## config.mk

```make
export PLATFORM = sky130hd
export DESIGN_NAME = ahb_ext_mem_subordinate_flat
export DESIGN_NICKNAME = d
export VERILOG_FILES = /design/src/rtl/ahb_ext_mem_subordinate_if.sv /design/src/rtl/ahb_ext_mem_subordinate.sv /design/src/flat_wrapper.sv
export SDC_FILE = /design/constraint.sdc
export NUM_CORES = 1
export LEC_CHECK = 0
export ABC_AREA = 1
export BUFFER_PORTS_ARGS = -buffer_cell sky130_fd_sc_hd__buf_2
export CAP_MARGIN = 20
export CORE_AREA = 2 2 140 142
export DETAILED_ROUTE_END_ITERATION = 16
export DIE_AREA = 0 0 142 144
export PLACE_DENSITY = 0.6
export SLEW_MARGIN = 40
export SYNTH_ARGS = -nofsm -noshare
export SYNTH_HDL_FRONTEND = slang
export SYNTH_SLANG_ARGS = --single-unit
export TNS_END_PERCENT = 1
```

## constraint.sdc

```tcl
create_clock -name clk -period 2.3 [get_ports clk]
set_input_delay 0.23 -clock clk [delete_from_list [all_inputs] [get_ports clk]]
set_output_delay 0.23 -clock clk [all_outputs]
set_load 0.005 [all_outputs]
```

## src/rtl/ahb_ext_mem_subordinate_if.sv

```systemverilog
// AHB-Lite bus bundle between the SoC external-memory manager port and the
// block-RAM subordinate. The manager side drives the address/data phase
// signals plus the bus-level HREADY; the subordinate returns its own ready,
// response and read data.
interface ahb_ext_mem_subordinate_if #(
    parameter int AHBW    = 64,
    parameter int PA_BITS = 56
);
    logic                HSEL;
    logic [PA_BITS-1:0]  HADDR;
    logic [1:0]          HTRANS;
    logic                HWRITE;
    logic [2:0]          HSIZE;
    logic [AHBW-1:0]     HWDATA;
    logic [AHBW/8-1:0]   HWSTRB;
    logic                HREADY;
    logic                HREADYOUT;
    logic                HRESP;
    logic [AHBW-1:0]     HRDATA;

    modport master (
        output HSEL, HADDR, HTRANS, HWRITE, HSIZE, HWDATA, HWSTRB, HREADY,
        input  HREADYOUT, HRESP, HRDATA
    );

    modport slave (
        input  HSEL, HADDR, HTRANS, HWRITE, HSIZE, HWDATA, HWSTRB, HREADY,
        output HREADYOUT, HRESP, HRDATA
    );
endinterface

```

## src/rtl/ahb_ext_mem_subordinate.sv

```systemverilog
// AHB-Lite subordinate terminating the external-memory window on a
// single-port synchronous block RAM (1-cycle read latency).
//
// state    | meaning
// ---------+---------------------------------------------------------------
// IDLE     | no data phase in flight; address phase open
// RDWAIT   | read data phase; counts down wait cycles, returns RAM data at 0
// WRWAIT   | write data phase; counts down, writes RAM on the final cycle
// RAWSTALL | read accepted while the RAM port was busy writing; issue it now
// ERR1     | first ERROR cycle (HREADYOUT low)
// ERR2     | second ERROR cycle (HREADYOUT high); address phase open
module ahb_ext_mem_subordinate #(
    parameter int                 AHBW       = 64,
    parameter int                 PA_BITS    = 56,
    parameter logic [PA_BITS-1:0] BASE       = 'h8000_0000,
    parameter int                 MEM_WORDS  = 65536,
    parameter int                 WAITSTATES = 0,
    localparam int                AW         = $clog2(MEM_WORDS)
) (
    input  logic                  clk,
    input  logic                  reset,
    ahb_ext_mem_subordinate_if.slave ahb,
    output logic                  MemEn,
    output logic [AHBW/8-1:0]     MemWe,
    output logic [AW-1:0]         MemAddr,
    output logic [AHBW-1:0]       MemWData,
    input  logic [AHBW-1:0]       MemRData
);
    localparam int                 SZ    = $clog2(AHBW/8);
    localparam logic [PA_BITS:0]   LIMIT = (PA_BITS+1)'(MEM_WORDS) << SZ;
    localparam logic [3:0]         WS    = 4'(WAITSTATES);

    typedef enum logic [2:0] {
        ST_IDLE,
        ST_RDWAIT,
        ST_WRWAIT,
        ST_RAWSTALL,
        ST_ERR1,
        ST_ERR2
    } state_t;

    state_t             state_q, state_d;
    logic [3:0]         cnt_q, cnt_d;
    logic [AW-1:0]      addr_q, addr_d;

    logic [PA_BITS-1:0] offset;
    logic [AW-1:0]      acc_word;
    logic               accept;
    logic               acc_bad;
    logic               addr_phase;
    logic               raw_conflict;
    logic               hreadyout;
    logic               hresp;
    logic [AHBW-1:0]    hrdata;
    logic               unused_htrans;

    // Offset wraps modulo 2^PA_BITS, so addresses below BASE land out of range.
    assign offset        = ahb.HADDR - BASE;
    assign acc_word      = offset[SZ +: AW];
    assign accept        = ahb.HSEL & ahb.HREADY & ahb.HTRANS[1];
    assign acc_bad       = ({1'b0, offset} >= LIMIT) || (int'(ahb.HSIZE) > SZ);
    assign unused_htrans = ahb.HTRANS[0];

    assign ahb.HREADYOUT = hreadyout;
    assign ahb.HRESP     = hresp;
    assign ahb.HRDATA    = hrdata;
    assign MemWData      = ahb.HWDATA;

    // State, wait down-counter and registered word address.
    always_ff @(posedge clk) begin
        if (reset) begin
            state_q <= ST_IDLE;
            cnt_q   <= '0;
            addr_q  <= '0;
        end else begin
            state_q <= state_d;
            cnt_q   <= cnt_d;
            addr_q  <= addr_d;
        end
    end

    // Next state, bus response and RAM port control.
    always_comb begin
        state_d      = state_q;
        cnt_d        = cnt_q;
        addr_d       = addr_q;
        hreadyout    = 1'b1;
        hresp        = 1'b0;
        hrdata       = '0;
        MemEn        = 1'b0;
        MemWe        = '0;
        MemAddr      = addr_q;
        addr_phase   = 1'b0;
        raw_conflict = 1'b0;

        unique case (state_q)
            ST_IDLE: addr_phase = 1'b1;
            ST_RDWAIT: begin
                if (cnt_q != 4'd0) begin
                    hreadyout = 1'b0;
                    cnt_d     = cnt_q - 4'd1;
                end else begin
                    hrdata     = MemRData;
                    addr_phase = 1'b1;
                end
            end
            ST_WRWAIT: begin
                if (cnt_q != 4'd0) begin
                    hreadyout = 1'b0;
                    cnt_d     = cnt_q - 4'd1;
                end else begin
                    MemEn        = 1'b1;
                    MemWe        = ahb.HWSTRB;
                    addr_phase   = 1'b1;
                    raw_conflict = 1'b1;
                end
            end
            ST_RAWSTALL: begin
                hreadyout = 1'b0;
                MemEn     = 1'b1;
                state_d   = ST_RDWAIT;
                cnt_d     = WS;
            end
            ST_ERR1: begin
                hreadyout = 1'b0;
                hresp     = 1'b1;
                state_d   = ST_ERR2;
            end
            ST_ERR2: begin
                hresp      = 1'b1;
                addr_phase = 1'b1;
            end
            default: state_d = ST_IDLE;
        endcase

        // The RAM port is taken by the write in its final cycle, so a read
        // accepted there is deferred one cycle through RAWSTALL.
        if (addr_phase) begin
            state_d = ST_IDLE;
            if (accept) begin
                addr_d = acc_word;
                cnt_d  = WS;
                if (acc_bad) begin
                    state_d = ST_ERR1;
                end else if (ahb.HWRITE) begin
                    state_d = ST_WRWAIT;
                end else if (raw_conflict) begin
                    state_d = ST_RAWSTALL;
                end else begin
                    state_d = ST_RDWAIT;
                    MemEn   = 1'b1;
                    MemAddr = acc_word;
                end
            end
        end

        // A write pending when reset arrives must never reach the RAM.
        if (reset) begin
            MemEn = 1'b0;
            MemWe = '0;
        end
    end
endmodule

```

## src/flat_wrapper.sv

```systemverilog
// flat-port wrapper written by rule: the top's interface ports become plain ports
module ahb_ext_mem_subordinate_flat 
#(
    parameter int                 AHBW       = 64,
    parameter int                 PA_BITS    = 56,
    parameter logic [PA_BITS-1:0] BASE       = 'h8000_0000,
    parameter int                 MEM_WORDS  = 65536,
    parameter int                 WAITSTATES = 0,
    localparam int                AW         = $clog2(MEM_WORDS)
)
  (clk, reset, MemEn, MemWe, MemAddr, MemWData, MemRData, ahb_HSEL, ahb_HADDR, ahb_HTRANS, ahb_HWRITE, ahb_HSIZE, ahb_HWDATA, ahb_HWSTRB, ahb_HREADY, ahb_HREADYOUT, ahb_HRESP, ahb_HRDATA);
  ahb_ext_mem_subordinate_if #(.AHBW(AHBW), .PA_BITS(PA_BITS)) ahb_i ();
  input  logic clk;
  input  logic reset;
  output logic MemEn;
  output logic [AHBW/8-1:0] MemWe;
  output logic [AW-1:0] MemAddr;
  output logic [AHBW-1:0] MemWData;
  input  logic [AHBW-1:0] MemRData;
  input wire logic [$bits(ahb_i.HSEL)-1:0] ahb_HSEL;
  input wire logic [$bits(ahb_i.HADDR)-1:0] ahb_HADDR;
  input wire logic [$bits(ahb_i.HTRANS)-1:0] ahb_HTRANS;
  input wire logic [$bits(ahb_i.HWRITE)-1:0] ahb_HWRITE;
  input wire logic [$bits(ahb_i.HSIZE)-1:0] ahb_HSIZE;
  input wire logic [$bits(ahb_i.HWDATA)-1:0] ahb_HWDATA;
  input wire logic [$bits(ahb_i.HWSTRB)-1:0] ahb_HWSTRB;
  input wire logic [$bits(ahb_i.HREADY)-1:0] ahb_HREADY;
  output wire logic [$bits(ahb_i.HREADYOUT)-1:0] ahb_HREADYOUT;
  output wire logic [$bits(ahb_i.HRESP)-1:0] ahb_HRESP;
  output wire logic [$bits(ahb_i.HRDATA)-1:0] ahb_HRDATA;
  assign ahb_i.HSEL = ahb_HSEL;
  assign ahb_i.HADDR = ahb_HADDR;
  assign ahb_i.HTRANS = ahb_HTRANS;
  assign ahb_i.HWRITE = ahb_HWRITE;
  assign ahb_i.HSIZE = ahb_HSIZE;
  assign ahb_i.HWDATA = ahb_HWDATA;
  assign ahb_i.HWSTRB = ahb_HWSTRB;
  assign ahb_i.HREADY = ahb_HREADY;
  assign ahb_HREADYOUT = ahb_i.HREADYOUT;
  assign ahb_HRESP = ahb_i.HRESP;
  assign ahb_HRDATA = ahb_i.HRDATA;
  ahb_ext_mem_subordinate #(.AHBW(AHBW), .PA_BITS(PA_BITS), .BASE(BASE), .MEM_WORDS(MEM_WORDS), .WAITSTATES(WAITSTATES)) u_core (.clk(clk), .reset(reset), .ahb(ahb_i), .MemEn(MemEn), .MemWe(MemWe), .MemAddr(MemAddr), .MemWData(MemWData), .MemRData(MemRData));
endmodule
```

; ---- Yosys cells after proc, flatten, opt, wreduce, memory -nomap -nowiden
; Cells that the tools add are included.
[classes]
bitwise = 2
magnitude_cmp = 2
muxes = 32
n_eq_ne = 6
n_reduce_logical = 9
addsub = 2
[ops]
columns = operator, n
row1 = $mux W64, 2
row2 = $mux W16, 5
row3 = $ge A56 B20 Y1 const B, 1
row4 = $sub A56 B32 Y56 const B, 1
row5 = $mux W8, 3
row6 = $mux W3, 4
row7 = $mux W4, 3
row8 = $mux W1, 9
row9 = $pmux W3 S3, 1
row10 = $pmux W4 S2, 1
row11 = $reduce_or A2 Y1, 4
row12 = $eq A3 B2 Y1 const B, 2
row13 = $eq A3 B3 Y1 const B, 2
row14 = $pmux W1 S2, 3
row15 = $reduce_bool A4 Y1, 1
row16 = $reduce_or A4 Y1, 1
row17 = $sub A4 B1 Y4 const B, 1
row18 = $eq A3 B1 Y1 const B, 1
row19 = $gt A3 B2 Y1 const B, 1
row20 = $logic_not A3 Y1, 1
row21 = $and A1 B1 Y1, 2
row22 = $mux W2, 1
row23 = $ne A2 B1 Y1 const B, 1
row24 = $reduce_and A2 Y1, 1
row25 = $logic_or A1 B1 Y1, 1
[word_totals]
out_inout_bits = 155
reg_bits = 23
inputBits = 202

; ---- Depth between registers and ports, before layout
; Gate-level depths: netlist (run 1).
[logic_depth]
word_depth = 9
mapped_depth = 17
depth_no_buf = 16

; ---- Worst setup path after synthesis (run 1)
; OpenSTA, ideal clock, no wires.
[synth_timing]
path_kind = input -> output
startpoint = input port ahb_HADDR[31]
endpoint = output port MemAddr[10]
path_slack_ns = 0.191
path_buffers = 2
t_arrival_ns = 1.879
stages = 16
cell_sequence = inv_1 -> ha_1 -> nand2_2 -> nor2_4 -> buf_6 -> nand2_2 -> nand2_2 -> nand2_2 -> nor2_2 -> nand2_2 -> nor2_8 -> nand3_4 -> nor2_4 -> buf_6 -> nand3_1 -> nand2_1
[synth_between]
elab_chain_len = 6
[synth_lines]
columns = element, line_no
row1 = "start, declared", flat_wrapper.sv:21  ; input wire logic [$bits(ahb_i.HADDR)-1:0] ahb_HADDR;
row2 = $sub A56 B32 Y56, ahb_ext_mem_subordinate.sv:58  ; assign offset = ahb.HADDR - BASE;
row3 = $ge A56 B20 Y1, ahb_ext_mem_subordinate.sv:61  ; assign acc_bad = ({1'b0, offset} >= LIMIT) || (int'(ahb.HSIZE) > SZ);
row4 = $logic_or A1 B1 Y1, ahb_ext_mem_subordinate.sv:61
row5 = $mux W16, ahb_ext_mem_subordinate.sv:143  ; if (acc_bad) begin
row6 = $mux W16, ahb_ext_mem_subordinate.sv:140  ; if (accept) begin
row7 = $mux W16, ahb_ext_mem_subordinate.sv:138  ; if (addr_phase) begin
row8 = "end, declared", flat_wrapper.sv:17  ; output logic [AW-1:0] MemAddr;
; No other way between the ends.

; ---- Worst setup path in the final report (run 1)
[layout_timing]
startpoint = input port ahb_HADDR[32]
endpoint = output port MemAddr[15]
; Same word-level chain as after synthesis.

==> results.md, run 1 <==
Setup path:
- Counting both buffers and inverters, the worst setup path holds a total of 4.
- The largest single stage delay on the critical path is 0.18 ns.
- Data on the critical path is required at its endpoint by 2.07 ns.
- The critical path is of the primary input to output pin type.
- The largest individual stage delay along the critical path comes from the cell nor2_8.
- In this design, the largest share of critical-path delay is due to simple AND/OR/NAND/NOR gates.
- The path length in cells of the critical path is 17.
- The critical path capture point type is an output pin.
- The critical path goes through buf_2 > buf_4 > nor2_2 > nand2_2 > nor2_8 > nand2_2 > nand2_2 > nand2_1 > nor2_2 > nand2_2 > nor2_4 > nand3_4 > nor2_4 > buf_12 > nand3_1 > nand2_1 > buf_2.
- Of all nets on the critical path, the largest fanout is 16.
- The number of cell instances on the worst register-to-register path is 9.
- In this design, the critical path's most frequently occurring cell is nand2_2.
- The worst setup path is launched from a primary input.
- The data arrival time of the critical path is 2.07 ns.

STA:
- The hold violation count in the final report is 0.
- Once routing completed, OpenROAD measured the worst setup slack at 0.00460 ns.
- The final number of max-transition violations was 0.
- The total of endpoints with negative setup slack in the final report is 0.
- The worst relative slew slack is 59.7%.
- Timing would allow up to 436 MHz.
- Setup repair after global routing could not meet its margin everywhere.
- The post-route minimum period is 2.30 ns.
- The final critical-path share of the clock period is 99.8%.
- The worst-case clock skew is 0.00358 ns.
- The transition time at the pin with the least slew margin is 0.605 ns.

Synth:
- The number of warning messages in the yosys log is 0.
- Summing the sequential cell areas from Yosys gives 12.7% of the chip area.
- Synthesis produced 675 cells.
- Among all cell types in the netlist, the one instantiated most often is nand2_1.
- The count of unique library cells instantiated by Yosys is 33.
- After synthesis, the largest area contributor takes up 18.3% of total cell area.
- The commonest cells after synthesis are nand2_1, nor2_1, buf_4.
- The number of nets produced by synthesis is 879.
- The post-synthesis instance area is 3620 sq um.
- In the synthesized netlist the dominant register cell turns out to be dfxtp_1.
- nand2_1 takes more of the synthesized area than any other cell.
- Yosys attributes the largest share of cell area to nand2_1, nor2_1, buf_4, dfxtp_1, nand3_1.
- The mean instance size in the synthesized netlist is 5.36 sq um.
- Counting flops with a built-in enable in the synthesized netlist gives 0.
- The share of synthesized registers carrying an async set or reset is 0%.
- The post-synthesis sequential element count is 23.

Clock tree:
- The deepest clock path buffer count is 2.
- TritonCTS built the clock tree.
- The library cell used as clock root buffer is clkbuf_16.
- In this run the number of H-tree levels came out at 1.
- The clock drives 23 sinks.
- The clock edge transition at the registers on the reported setup and hold paths is 0.06 ns.
- Clock tree synthesis inserted a total of 3 buffers.
- Clock latency on the worst-skew pair, taken at its later pin, is 0.25 ns.

GRT:
- The total global routing overflow is 0.
- The number of global-route vias before repair was 3977.
- The largest net degree at the start of global routing is 66.
- The number of antenna violations at the first check in global routing is 0.
- The global-route wire length before repair is 19.3 mm.
- The global router's overall resource usage is 11.5%.

Final layout:
- The filler cells instantiated in the layout total 2199.
- The share of final-layout standard cells stronger than drive strength 1 is 37.4%.
- The number of standard cells in the final layout excluding fillers is 1102.
- The repair_antennas step left the layout with diodes totalling 0.
- Compared with the post-synthesis result, the final layout area differs by 36.7%.
- The final layout contains 1069 nets.

Drt:
- The number of vias per cell after detailed routing is 4.08.
- Dividing the detail-routed wire length by the instance count gives 11.9 um.
- The post-detailed-route count of antenna-violating nets is 0.
- The first routing iteration left 253 violations.
- The DRC violation count after routing is 0.
- The detailed-route wire length is 13.1 mm.
- The count of TritonRoute iterations in the first routing pass is 4.
- The routed layout has 4498 vias.

Power:
- The leakage power total is 2.79 nW.
- VDD sags by at most 0.173 mV.
- The power density over the cells is 253 nW/um^2.

Min path:
- The worst hold path passes through 2 cells.
- The path class of the tightest hold or removal check is primary input to register.

Place:
- During placement, the flow inserted port buffers numbering 225.
- Once detailed placement completed, the half-perimeter wirelength came to 11.1 mm.
- OpenSTA, run right after detailed placement, puts the worst setup slack at -0.146 ns.
- Including well taps, the total number of placed cells is 1096.
- Routability-driven placement finished with a final weighted congestion of 0.845.

Floorplan:
- Measured along the y axis, the die boundary spans 144 um.
- For this configuration, the core starts out at a cell density of 19.0%.
- The die covers 20400 sq um.
- For this design the top-level I/O count stands at 357.
- The floorplan has 51 rows.
- The total area inside the core boundary comes to 19100 sq um.
- The floorplan step set the die width to 142 um.

Flow run:
- The max-capacitance violation count is 0.

Outcome:
- The flow ran to the end, and the final reports show no timing, DRC or antenna violations.
sequential cells by signal, summed over array words and instances (netlist names):
register,count
u_core.addr_q,16
u_core.cnt_q,4
u_core.state_q,3
path summary, 6_finish.rpt:
check / startpoint / end / slack [ns]
max reg2reg: u_core.cnt_q[1] / u_core.state_q[1] / 0.53
max: ahb_HADDR[32] / MemAddr[15] / 0.005
min: reset / u_core.state_q[2] / 0.20
min reg2reg: u_core.addr_q[14] / u_core.addr_q[14] / 0.48
cell families after synthesis:
family	after synthesis	synth area share, %
AND/OR/NAND/NOR	468	58.4
buffers and inverters	148	22.6
AO/OA/AOI/OAI	29	4.32
flip-flops	23	12.7
XOR/XNOR	5	1.21
adder cells (fa/ha/maj)	2	0.691
worst reg2reg max path, cell delays in order (launching register included):
cell and delay [ns]:
dfxtp_1 0.31, inv_1 0.07, ha_2 0.18, nand3_2 0.11, nor4_2 0.30, nor2_2 0.11
buf_4 0.22, nor2_1 0.13, nand3_1 0.14, a21oi_1 0.14
report_power, final:
part	internal (mW)	switching (mW)	total [mW]
Combinational	0.212	0.246	0.457
Clock	0.236	0.136	0.372
Sequential	0.415	0.00957	0.425
Total	0.863	0.391	1.25
cells in the final DEF, fill, tap and decap left out, drive strengths merged:
cell	Yosys	layout
a211oi	1	1
a21oi	5	5
a22oi	2	2
buf	73	269
clkbuf	12	4
clkinv	2	2
dfxtp	23	23
ha	2	2
inv	61	61
nand2	188	188
nand3	53	53
nand3b	2	2
nand4	14	14
nor2	194	195
nor3	1	1
nor3b	14	14
nor4	1	1
o21ai	21	21
or2	1	1
xor2	5	5
per-stage QoR:
step / utilization (%) / hold slack, ns / TNS [ns] / area (sq um) / power (mW)
after floorplan: - / 0.299 / 0 / 3620 / 0.716
after global routing: 25.9 / 0.204 / -3.29 / 4950 / 1.36
final: 25.9 / 0.204 / 0 / 4950 / 1.25
after detailed placement: 25.3 / 0.460 / -1.64 / 4830 / 0.887
after CTS: 25.9 / 0.200 / -0.157 / 4940 / 1.27
after global placement: 25.3 / 0.460 / -1.51 / 4830 / 0.884
layout make-up:
cell class	instances	area, sq um	share of cell area, %
multi-input cells	505	2370	48.0
clock buffers	4	78.8	1.59
inverters	63	236	4.78
flip-flops and latches	23	460	9.30
repair buffers	269	1500	30.3
well taps	238	298	6.02
metal layers:
metal / GRT usage (%) / vias up / wire [um]
li1: - / 2400 / -
met1: 15.8 / 1946 / 5910
met2: 18.7 / 134 / 6130
met3: 1.95 / 18 / 844
met4: 3.21 / 0 / 208
met5: 0 / - / 0
repair_timing:
item                                    in CTS  in global routing
endpoints found under the setup margin      19                 25
resized for setup                            5                  5
pin swaps                                    6                  1
buffers inserted                             1                  0
gates cloned                                 1                  0
hold buffers                                 0                  0
(Power assumes the default switching activity.)
==> inputs of run 2 (changes only) <==
Settings changed: CTS_BUF_LIST set to sky130_fd_sc_hd__clkbuf_8 sky130_fd_sc_hd__clkbuf_16.
==> run 2 against run 1 <==
Against the previous run:
- global-route usage unchanged
- wire length about the same
- worst setup slack unchanged
- sequential power about the same
- core utilization unchanged
- via count unchanged
- critical path type unchanged
- critical endpoint unchanged
==> results.md, run 2 (synthesized netlist as in run 1, its figures left out) <==
Outcome:
- The flow ran to the end, and the final reports show no timing, DRC or antenna violations.

Final layout:
- The flip-flop count of the largest register, all copies and words added is 16.
- The leading cell type in the layout, fill and taps excluded is buf_2.
- At the end of the flow, the number of nets in the layout was 1069.
- The most flop-heavy register is u_core.addr_q.
- The number of inserted diodes is 0.
- The area growth from synthesis to final layout is 36.7%.
- In the layout the commonest cells are buf_2, nand2_1, nor2_1.
- The share of final-layout standard cells stronger than drive strength 1 is 37.4%.
- Fill cells in the final layout number 2199.
- The largest registers in the layout are u_core.addr_q: 16 flops, u_core.cnt_q: 4 flops, u_core.state_q: 3 flops.
- The final core utilization is 25.9%.

Setup path:
- STA classifies the critical path endpoint as an output pin.
- The sort of element at the start of the critical path is a primary input.
- The critical path is of the primary input to output pin type.
- The critical path goes through buf_2 > buf_4 > nor2_2 > nand2_2 > nor2_8 > nand2_2 > nand2_2 > nand2_1 > nor2_2 > nand2_2 > nor2_4 > nand3_4 > nor2_4 > buf_12 > nand3_1 > nand2_1 > buf_2.
- The most numerous cell on the critical path is nand2_2.
- In this run the critical register-to-register path is captured at u_core.state_q[1].
- The startpoint of the worst-slack reg-to-reg timing path is u_core.cnt_q[1].
- The number of cells on the worst reg-to-reg path is 9.
- The maximum fanout along the worst path is 16.
- The slowest stage of the critical path is the nor2_8 cell.
- For flop-to-flop paths, the worst setup slack is 0.53 ns.
- Data arrives at the worst endpoint at 2.07 ns.
- In this design, the stage delay of the slowest critical-path cell is 0.18 ns.
- Data on the critical path is required at its endpoint by 2.07 ns.

Clock tree:
- After clock tree synthesis, the clock-pin slew on the worst setup and hold paths is 0.06 ns.
- TritonCTS built the clock tree.
- CTS placed an instance of clkbuf_16 at the clock tree root.
- CTS built an H-tree with a depth of 1.
- The clock reaches the later pin of the worst-skew pair after 0.25 ns.
- The number of buffers added by the clock tree synthesis step is 3.
- The number of buffers inserted for hold repair after clock tree synthesis is 0.
- The deepest clock path buffer count is 2.
- The clock net in this run drives a total of 23 sinks.

Floorplan:
- During I/O placement, the number of pins put on the boundary was 357.
- The floorplan step set the die height to 144 um.
- Once the floorplan was initialized, standard cells occupied 19.0% of the core.
- The core area is 19100 sq um.
- The number of rows in the core area is 51.
- The die covers 20400 sq um.
- The die span in x is 142 um.

Drt:
- For this run, the detailed router's first-pass iteration total came to 4.
- The DRC violation count after routing is 0.
- The total number of vias is 4498.
- The average wire per cell in the routed design is 11.9 um.
- After detailed routing, the total wire length is 13.1 mm.
- The DRC marker count from the first detailed-route iteration is 253.
- After detailed routing, the number of vias per cell comes to 4.08.
- In this run the remaining antenna-violating nets after routing total 0.

Power:
- In this run, flip-flops and latches consume 34.0% of the power.
- The highest ir drop seen on vdd is 0.174 mV.
- The cell-internal power is 0.858 mW.
- The fraction of power consumed by the clock network is 29.4%.
- For this design the static power due to leakage is 2.79 nW.
- The analysis attributes to net switching a power of 0.391 mW.
- Of the total power, combinational logic draws 36.6%.
- The net switching fraction of the power is 31.3%.
- Power spread over the standard cell area amounts to 252 nW/um^2.

Min path:
- The worst hold path startpoint is reset.
- The path with the worst hold slack has its endpoint at u_core.state_q[2].
- The worst hold path stage count is 2.
- The path category of the worst min-delay check is primary input to register.

STA:
- The transition time at the pin with the least slew margin is 0.605 ns.
- The final critical-path share of the clock period is 99.8%.
- Setup violations remaining at the end of the flow were counted as 0.
- The final number of max-transition violations came to 0.
- The worst-case clock skew is 0.00378 ns.
- After layout, the worst setup slack is 0.00460 ns.
- For this run, the top clock speed supported by timing is 436 MHz.
- Setup repair after global routing could not meet its margin everywhere.
- The hold violation count in the final report was 0.
- Counting I/O delays and the setup requirement, the final critical path takes 2.30 ns.
- The worst relative slew slack is 59.7%.

Place:
- The half-perimeter wire length after placement is 11.1 mm.
- The final RePlAce weighted congestion is 0.845.
- Buffers placed on the I/O ports in this run total 225.
- Before CTS, the worst setup slack after placement is -0.146 ns.

GRT:
- The first global-routing pass estimated 19.3 mm of wire.
- The number of global-route vias before repair is 3977.
- Entering global routing, the biggest net connects 66 pins.
- The number of antenna violations at the first check in global routing is 0.
- After global routing the overflow that remains totals 0.
- The global router's overall resource usage is 11.5%.

Flow run:
- Across the run, the number of max-cap violations was 0.
-- run 2: final cells by class --
| cell class | count | area [sq um] | area share [%] |
|---|---|---|---|
| tap | 238 | 298 | 6.02 |
| timing repair buffer | 269 | 1500 | 30.3 |
| inverter | 63 | 236 | 4.78 |
| clock buffer | 3 | 75.1 | 1.52 |
| multi-input combinational | 505 | 2370 | 48.0 |
| clock inverter | 1 | 3.75 | 0.0758 |
| sequential | 23 | 460 | 9.30 |
-- run 2: power by group through the flow --
stage	combinational [mW]	clock (mW)	sequential, mW
after floorplan	0.285	0	0.432
after global placement	0.450	0	0.433
after detailed placement	0.453	0	0.434
after CTS	0.459	0.386	0.425
after global routing	0.522	0.403	0.426
final	0.457	0.368	0.425
-- run 2: worst max-delay path by stage --
| stage | from | endpoint | slack, ns | cells after the start |
|---|---|---|---|---|
| after floorplan | ahb_HADDR[31] | MemAddr[10] | 0.19 | 16 |
| after global placement | ahb_HADDR[31] | MemAddr[15] | -0.13 | 16 |
| after detailed placement | ahb_HADDR[31] | MemAddr[15] | -0.15 | 16 |
| after CTS | u_core.cnt_q[1] | MemAddr[15] | -0.04 | 14 |
| after global routing | ahb_HADDR[31] | MemAddr[10] | -0.23 | 19 |
| final | ahb_HADDR[32] | MemAddr[15] | 0.005 | 17 |
-- run 2: timing repair --
action | in CTS | in global routing
gates resized for setup | 5 | 5
gates cloned | 1 | 0
pin swaps | 6 | 1
endpoints found under the setup margin | 19 | 25
buffers inserted | 1 | 0
-- run 2: per-stage QoR --
step / power (mW) / TNS (ns) / area, sq um / hold WS [ns] / std cells
2_1_floorplan: 0.716 / 0 / 3620 / 0.299 / 675
3_3_place_gp: 0.884 / -1.51 / 4830 / 0.460 / 1096
3_5_place_dp: 0.887 / -1.64 / 4830 / 0.460 / 1096
4_1_cts: 1.27 / -0.157 / 4940 / 0.200 / 1102
5_1_grt: 1.35 / -3.29 / 4950 / 0.204 / 1102
6_report: 1.25 / 0 / 4950 / 0.204 / 1102
-- run 2: critical path: cells and delay by family --
| kind | cells | cell delay (ns) |
|---|---|---|
| AND/OR/NAND/NOR | 13 | 1.32 |
| buffers and inverters | 4 | 0.49 |
-- run 2: routing by layer --
metal | share of wire, % | vias to the layer above | track usage, %
met5 | 0 | - | 0
met4 | 1.6 | 0 | 3.21
met3 | 6.4 | 18 | 1.95
met2 | 47 | 134 | 18.7
met1 | 45 | 1946 | 15.8
li1 | - | 2400 | -
